**src/rtl/servo_pkg.sv**
```systemverilog
// Shared definitions for the servo PWM path (Avalon slave and PWM core).
//   servo_pwm_state_t    : frame generator state (IDLE / HIGH / LOW)
//   SERVO_PERIOD_CYCLES  : default frame length, 20 ms at 50 MHz
//   SERVO_MIN_PULSE      : default lower clamp bound, 1 ms
//   SERVO_MAX_PULSE      : default upper clamp bound, 2 ms
//   servo_cnt_width()    : bits needed to count 0..period
package servo_pkg;

    typedef enum logic [1:0] {
        IDLE = 2'd0,
        HIGH = 2'd1,
        LOW  = 2'd2
    } servo_pwm_state_t;

    localparam int unsigned SERVO_PERIOD_CYCLES = 1000000;
    localparam int unsigned SERVO_MIN_PULSE     = 50000;
    localparam int unsigned SERVO_MAX_PULSE     = 100000;

    // Width of a counter that must hold values 0..period inclusive.
    function automatic int unsigned servo_cnt_width(input int unsigned period);
        int unsigned w;
        w = 32'($clog2(64'(period) + 64'd1));
        if (w < 1) begin
            w = 1;
        end
        return w;
    endfunction

endpackage

```
**src/rtl/servo_pwm_core.sv**
```systemverilog
// Servo PWM frame generator with a one-entry shadow register.
// Each accepted pulse_time produces one frame of PERIOD_CYCLES clocks, high for
// the effective width and low for the remainder. A value loaded mid-frame is
// held in the shadow register and starts the next frame with no idle gap.
//
// Ports:
//   clk          : system clock
//   reset_n      : asynchronous active-low reset
//   load         : one-cycle strobe, pulse_time valid in that cycle
//   pulse_time   : requested high time in clk cycles (WIDTH bits)
//   pwm_out      : servo PWM output (registered)
//   pwm_response : 1 = idle with nothing pending (registered)
//
// Build option: define SERVO_PWM_CLAMP_EN to clamp nonzero widths into
// [MIN_PULSE, MAX_PULSE]; otherwise widths saturate at PERIOD_CYCLES.
module servo_pwm_core
    import servo_pkg::*;
#(
    parameter int unsigned WIDTH         = 32,
    parameter int unsigned PERIOD_CYCLES = SERVO_PERIOD_CYCLES,
    parameter int unsigned MIN_PULSE     = SERVO_MIN_PULSE,
    parameter int unsigned MAX_PULSE     = SERVO_MAX_PULSE
) (
    input  logic             clk,
    input  logic             reset_n,
    input  logic             load,
    input  logic [WIDTH-1:0] pulse_time,
    output logic             pwm_out,
    output logic             pwm_response
);

    localparam int unsigned CW = servo_cnt_width(PERIOD_CYCLES);
    // Compare width wide enough for both pulse_time and the 32-bit parameters.
    localparam int unsigned EW = (WIDTH > 32) ? WIDTH : 32;
    localparam logic [CW-1:0] LAST_CNT = CW'(PERIOD_CYCLES - 1);

    // Saturate the request at one full frame.
    function automatic logic [CW-1:0] sat_pulse(input logic [WIDTH-1:0] v);
        logic [CW-1:0] r;
        if (EW'(v) >= EW'(PERIOD_CYCLES)) begin
            r = CW'(PERIOD_CYCLES);
        end else begin
            r = CW'(v);
        end
        return r;
    endfunction

    // Zero stays zero (relax frame); anything else is held inside the servo range.
    function automatic logic [CW-1:0] clamp_pulse(input logic [WIDTH-1:0] v);
        logic [CW-1:0] r;
        if (EW'(v) == EW'(0)) begin
            r = '0;
        end else if (EW'(v) < EW'(MIN_PULSE)) begin
            r = CW'(MIN_PULSE);
        end else if (EW'(v) > EW'(MAX_PULSE)) begin
            r = CW'(MAX_PULSE);
        end else begin
            r = CW'(v);
        end
        return r;
    endfunction

    function automatic logic [CW-1:0] eff_pulse(input logic [WIDTH-1:0] v);
`ifdef SERVO_PWM_CLAMP_EN
        return clamp_pulse(v);
`else
        return sat_pulse(v);
`endif
    endfunction

    servo_pwm_state_t state, state_n;
    logic [CW-1:0]    cnt, cnt_n;
    logic [CW-1:0]    pulse, pulse_n;
    logic             pend_valid, pend_valid_n;
    logic [CW-1:0]    pend_val, pend_val_n;
    logic             start;
    logic [CW-1:0]    start_val;

    // State, counter, shadow register and registered outputs.
    always_ff @(posedge clk or negedge reset_n) begin
        if (!reset_n) begin
            state        <= IDLE;
            cnt          <= '0;
            pulse        <= '0;
            pend_valid   <= 1'b0;
            pend_val     <= '0;
            pwm_out      <= 1'b0;
            pwm_response <= 1'b1;
        end else begin
            state        <= state_n;
            cnt          <= cnt_n;
            pulse        <= pulse_n;
            pend_valid   <= pend_valid_n;
            pend_val     <= pend_val_n;
            pwm_out      <= (state_n == HIGH);
            pwm_response <= (state_n == IDLE) && !pend_valid_n;
        end
    end

    // Next-state: cnt is the index of the current cycle within the frame.
    always_comb begin
        state_n      = state;
        cnt_n        = cnt;
        pulse_n      = pulse;
        pend_valid_n = pend_valid;
        pend_val_n   = pend_val;
        start        = 1'b0;
        start_val    = '0;

        case (state)
            IDLE: begin
                if (load) begin
                    start     = 1'b1;
                    start_val = eff_pulse(pulse_time);
                end
            end
            HIGH, LOW: begin
                if (cnt == LAST_CNT) begin
                    // Final frame cycle: a same-cycle load beats the shadow value.
                    pend_valid_n = 1'b0;
                    if (load) begin
                        start     = 1'b1;
                        start_val = eff_pulse(pulse_time);
                    end else if (pend_valid) begin
                        start     = 1'b1;
                        start_val = pend_val;
                    end else begin
                        state_n = IDLE;
                        cnt_n   = '0;
                    end
                end else begin
                    cnt_n = cnt + CW'(1);
                    if ((state == HIGH) && (cnt + CW'(1) == pulse)) begin
                        state_n = LOW;
                    end
                    if (load) begin
                        pend_valid_n = 1'b1;
                        pend_val_n   = eff_pulse(pulse_time);
                    end
                end
            end
            default: begin
                state_n = IDLE;
            end
        endcase

        if (start) begin
            cnt_n   = '0;
            pulse_n = start_val;
            state_n = (start_val == '0) ? LOW : HIGH;
        end
    end

endmodule

```
**config.mk**
```make
export PLATFORM = sky130hd
export DESIGN_NAME = servo_pwm_core
export DESIGN_NICKNAME = d
export VERILOG_FILES = /design/src/rtl/servo_pkg.sv /design/src/rtl/servo_pwm_core.sv
export SDC_FILE = /design/constraint.sdc
export NUM_CORES = 1
export LEC_CHECK = 0
export CORE_MARGIN = 10
export CORE_UTILIZATION = 40
export DETAILED_ROUTE_END_ITERATION = 10
export PLACE_DENSITY = 0.7
export REMOVE_ABC_BUFFERS = 1
export SETUP_SLACK_MARGIN = 0.02
export SLEW_MARGIN = 20
export SYNTH_ARGS = -nofsm -noshare
export SYNTH_HDL_FRONTEND = slang
export SYNTH_SLANG_ARGS = --single-unit
```
**constraint.sdc**
```tcl
create_clock -name clk -period 6.6 [get_ports clk]
set_input_delay 0.99 -clock clk [delete_from_list [all_inputs] [get_ports clk]]
set_output_delay 0.99 -clock clk [all_outputs]
set_load 0.01 [all_outputs]
```
==> results.toml <==
[yosys]
postSynth.asyncResetShare_pct = 100.0
synth-edff-count = 0
synth_seq_cells = 65
synth_cell_types = 56
synth-seq-area-share_pct = 41.26
synth.avg_cell_area_um2 = 8.236
synthesis.area_mm2 = 0.003945
syn_inst = 479
yosysWarnings = 0
synthFlopType = "dfrtp_1"

[floorplan]
initial_core_util_pct = 40.74
num_rows = 36
die_area_mm2 = 0.01423
coreArea_mm2 = 0.009684
pin_count = 37
die_h_um = 119.3
chipWidth_um = 119.3

[placed_design]
routabilityCongestion = 0.9168
portBuffers = 36
post_dp_cell_area_mm2 = 0.004355
dp_hpwl_mm = 7.756

[status]
status = "finished, final reports clean"

[clock_tree]
cts_max_level = 3
path_clk_slew_ns = 0.08
ctsHoldBuffers = 0
cts_tree = "yes"
clock_latency_ns = 0.35
cts-buffers-inserted = 9
postCtsSetupBuffers = 0
clkSinkCount = 65
post_cts_resized = 0
cts_max_path_buffers = 2
cts-root-buf = "clkbuf_8"

[timing]
timing_hold_violations_final = 0
fin_skew_ns = 0.01258
timing.fmax_mhz = 249.2
slew_headroom_pct = 26.74
finalSetupTns_ns = 0
timing.final.crit_share_pct = 60.79
hold_slack_ns = 0.4848
worst_slew_pin_slew_ns = 1.099
setup_viol = 0
finalMaxSlewViolations = 0
finalCriticalPeriod_ns = 4.012
rsz0062_at_grt = "no"

[run]
maxCapViolations = 0

[critical_path]
cp.required_ns = 6.86
cp_data_arrival_time_ns = 4.27
critPathKind = "input pin to flop"
startpoint_type = "input pin"
reg2reg_from = "cnt[0]"
crit_path_end_kind = "flop"
r2r_cells = 9
r2r_slack_ns = 2.74
r2r_end = "pwm_out"
path_max_fanout = 13
crit_path_start = "pulse_time[15]"
crit_path_end = "pwm_response"

[worst_hold_path]
hold_path.class = "flop to flop"
min_from = "pend_val[19]"

[drt]
via_per_inst = 5.714
num_vias = 3617
drc = 0
dr.pass1.iters = 4
ant_nets = 0
wl_mm = 10.53
routedWlPerCell_um = 16.64
first_iter_violations = 258

[global_route]
grt_pass1_vias = 3482
grt.overflow.total = 0
track_usage_pct = 14.86
antenna_found_initial = 0
grt_first_pass_wirelength_mm = 17.64
grt_max_degree = 66

[layout]
antenna_cells = 0
layout_commonest_cell = "nand2_1"
final_cell_mix = "75 x nand2_1, 64 x dfrtp_1, 58 x o21ai_0"
nNetsFinal = 534
areaGrowthSynthToFinish_pct = 15.89
final_area_mm2 = 0.004572
drive_gt1_share_pct = 6.600

[power_and_ir_drop]
cellPowerDensity_mw_per_mm2 = 291.1
p_leak_nw = 1.691
peakVddDrop_uv = 136.1
p_total_mw = 1.331
## logic make-up after synthesis
kind of cell | count (synthesis) | synth area share, %
AND/OR/NAND/NOR | 200 | 24.96
AO/OA/AOI/OAI | 144 | 23.03
flip-flops | 65 | 41.26
buffers and inverters | 43 | 4.377
XOR/XNOR | 23 | 5.106
adder cells (fa/ha/maj) | 4 | 1.269
## metal layers
metal	share of wire [%]	global-route usage [%]	vias to the layer above	routed length, µm
li1	-	-	1779	-
met1	47	18.94	1703	4898
met2	46	24.07	120	4840
met3	5.7	4.015	15	599
met4	1.8	4.525	0	194
met5	0	0	-	0
## sequential cells by signal (all words and copies together) (netlist names)
name and cells:
cnt 20, pwm_out 1, pwm_response 1, pend_val 20
state 2, pulse 20, pend_valid 1
## how the worst min path moves through the flow
stage	to	slack, ns	cells past startpoint
6_report	pend_val[19]	0.48	2
4_1_cts	pend_val[5]	0.49	2
3_3_place_gp	pend_val[10]	0.47	2
2_1_floorplan	pend_val[5]	0.45	2
5_1_grt	pend_val[5]	0.51	2
3_5_place_dp	pend_val[5]	0.47	2
## worst max-delay path, cell delays in order
cell and delay, ns:
clkdlybuf4s50_1 0.45, or4_1 0.54, or3_1 0.36, a21oi_1 0.80
nand2_1 0.17, o21ai_0 0.43, a2111oi_4 0.06, nand3b_1 0.26
nor3b_1 0.20
## through the flow
step                instances  setup slack (ns)  utilization, %
CTS                       633             2.647           47.18
global placement          617             2.396           44.97
floorplan                 445             3.190               -
detailed placement        617             2.292           44.97
finish                    633             2.588           47.21
global route              633             2.288           47.21
## cell type report
class	count	area (µm²)
fillers	931	5112
multi-input cells	371	2152
flip-flops and latches	65	1628
repair buffers	39	377.9
well taps	133	166.4
clock buffers	11	151.4
clock inverters	5	62.56
inverters	9	33.78
## synth_stat cells, types with 5 or more instances
cell | number | area share (%)
xnor2_1 | 16 | 3.6
nand2_1 | 76 | 7.2
nor2_1 | 37 | 3.5
a2bb2oi_1 | 6 | 1.3
or3_1 | 7 | 1.1
a211oi_1 | 6 | 1.1
nand4_1 | 11 | 1.7
a21oi_1 | 30 | 3.8
o21ai_0 | 58 | 7.4
dfrtp_1 | 64 | 41
nor4_1 | 13 | 2.1
xor2_1 | 7 | 1.6
nand3_1 | 12 | 1.5
a22oi_1 | 12 | 2.3
nand3b_1 | 5 | 0.95
inv_1 | 9 | 0.86
nor3_1 | 14 | 1.8
clkbuf_1 | 30 | 2.9
## power by group
part | leakage [nW] | internal [mW] | switching, mW
Combinational | 0.735 | 0.159 | 0.288
Sequential | 0.853 | 0.460 | 0.0617
Clock | 0.102 | 0.197 | 0.165
No activity file was read; power rests on OpenSTA's default activity.
==> RTL edit: new RTL, same settings <==
`WIDTH`: 32 -> 24.
--- a/src/rtl/servo_pwm_core.sv
+++ b/src/rtl/servo_pwm_core.sv
@@ -17,5 +17,5 @@
     import servo_pkg::*;
 #(
-    parameter int unsigned WIDTH         = 32,
+    parameter int unsigned WIDTH         = 24,
     parameter int unsigned PERIOD_CYCLES = SERVO_PERIOD_CYCLES,
     parameter int unsigned MIN_PULSE     = SERVO_MIN_PULSE,
Interface: changed (resized pulse_time); port bits go from 37 to 29. No check against the original RTL was run, so the function may have changed too.
==> RTL edit against the unedited design <==
  * Area after synthesis is 3.5% lower
  * Wire length is 7.4% lower
  * Hold slack better by 0.024 ns
  * Worst setup slack better by 0.29 ns
  * First-iteration DRC count is 26% lower
  * Power is 14% higher
  * Clock skew is 0.0022 ns lower
  * Cell count is 9.8% lower
  * Sequential cell count stayed put
  * Sequential share of layout area is 1.5 points higher
  * Final area is 4.1% lower
  * Critical path type is now flip-flop to flip-flop
  * Critical endpoint is now pend_val[4]$_DFFE_PN0P_
==> RTL edit: results (changes against the unedited design) <==
status:
  run_status: "finished clean"  # unchanged
critical_path:
  worstSetupStartpointType: "flip-flop"  # was input port
  critPathArrivalTime_ns: 4.00  # was 4.27 ns
  rr_worst_depth: 8  # was 9
worst_hold_path:
  worst_hold_end: "pulse[6]$_DFFE_PN0P_"  # was pend_val[19]$_DFFE_PN0P_
  holdCritStartpoint: "pulse[6]$_DFFE_PN0P_"  # was pend_val[19]$_DFFE_PN0P_
global_route:
  vias_in_the_first_global_route: 3207  # was 3,482
  met1_usage: 0.184  # was 0.189
  grtUsageMet2: 0.214  # was 0.241
  gr-usage-met3: 0.0283  # was 0.0402
power_and_ir_drop:
  p_sw_frac: 0.390  # was 0.387
  static-leakage-power_nw: 1.77  # was 1.69 nW
  combinational_power_mw: 0.572  # was 0.447 mW
yosys:
  yosys-top-cells-area: "sky130_fd_sc_hd__dfrtp_1 42%, sky130_fd_sc_hd__nor2_1 5.2%, sky130_fd_sc_hd__xnor2_1 4.8%, sky130_fd_sc_hd__o21ai_0 4.5%, sky130_fd_sc_hd__a21oi_1 3.4%"  # was sky130_fd_sc_hd__dfrtp_1 41%, sky130_fd_sc_hd__o21ai_0 7.4%, sky130_fd_sc_hd__nand2_1 7.2%, sky130_fd_sc_hd__a21oi_1 3.8%, sky130_fd_sc_hd__xnor2_1 3.6%
  ys_top_cells_by_count: "64 x sky130_fd_sc_hd__dfrtp_1, 53 x sky130_fd_sc_hd__nor2_1, 34 x sky130_fd_sc_hd__o21ai_0, 33 x sky130_fd_sc_hd__nand2_1, 26 x sky130_fd_sc_hd__a21oi_1"  # was 76 x sky130_fd_sc_hd__nand2_1, 64 x sky130_fd_sc_hd__dfrtp_1, 58 x sky130_fd_sc_hd__o21ai_0, 37 x sky130_fd_sc_hd__nor2_1
floorplan:
  die_w_um: 118  # was 119 um
route:
  detailedRoute.firstIterationViolations: 192  # was 258
  route.vias.total: 3311  # was 3,617
placed_design:
  dpl.cell_count: 555  # was 617
  io_buffer_count: 28  # was 36
  place_worst_setup_slack_ns: 2.89  # was 2.29 ns
  place_congestion: 0.876  # was 0.917
sta:
  setup_ws_ns: 2.88  # was 2.59 ns
  fin_worst_skew_ns: 0.0104  # was 0.0126 ns
  worst_hold_slack_ns: 0.509  # was 0.485 ns
cells_and_area:
  design.final.nets: 468  # was 534
  post_route_cells_drive_above_1_share: 0.0882  # was 0.0660
RTL edit: changes by cell type after synthesis, moves of 5 or more:
cell,unedited run,this run
sky130_fd_sc_hd__nand2_1,76,33
sky130_fd_sc_hd__o21ai_0,58,34
sky130_fd_sc_hd__nor2_1,37,53
sky130_fd_sc_hd__a22o_1,0,13
sky130_fd_sc_hd__clkbuf_1,30,23
sky130_fd_sc_hd__nand3_1,12,6
sky130_fd_sc_hd__nor3_1,14,8
sky130_fd_sc_hd__a221oi_1,1,6
sky130_fd_sc_hd__xnor2_1,16,21
RTL edit: layout make-up:
type	instances	area share
multi-input combinational	323	0.467
sequential	65	0.371
timing repair buffer	32	0.0696
tap	129	0.0368
clock buffer	10	0.0291
clock inverter	6	0.0211
inverter	6	0.00514
RTL edit: layer usage:
| layer | routed length (um) | vias up |
|---|---|---|
| li1 | - | 1568 |
| met5 | 0 | - |
| met1 | 4560 | 1586 |
| met2 | 4430 | 136 |
| met3 | 521 | 21 |
| met4 | 239 | 0 |
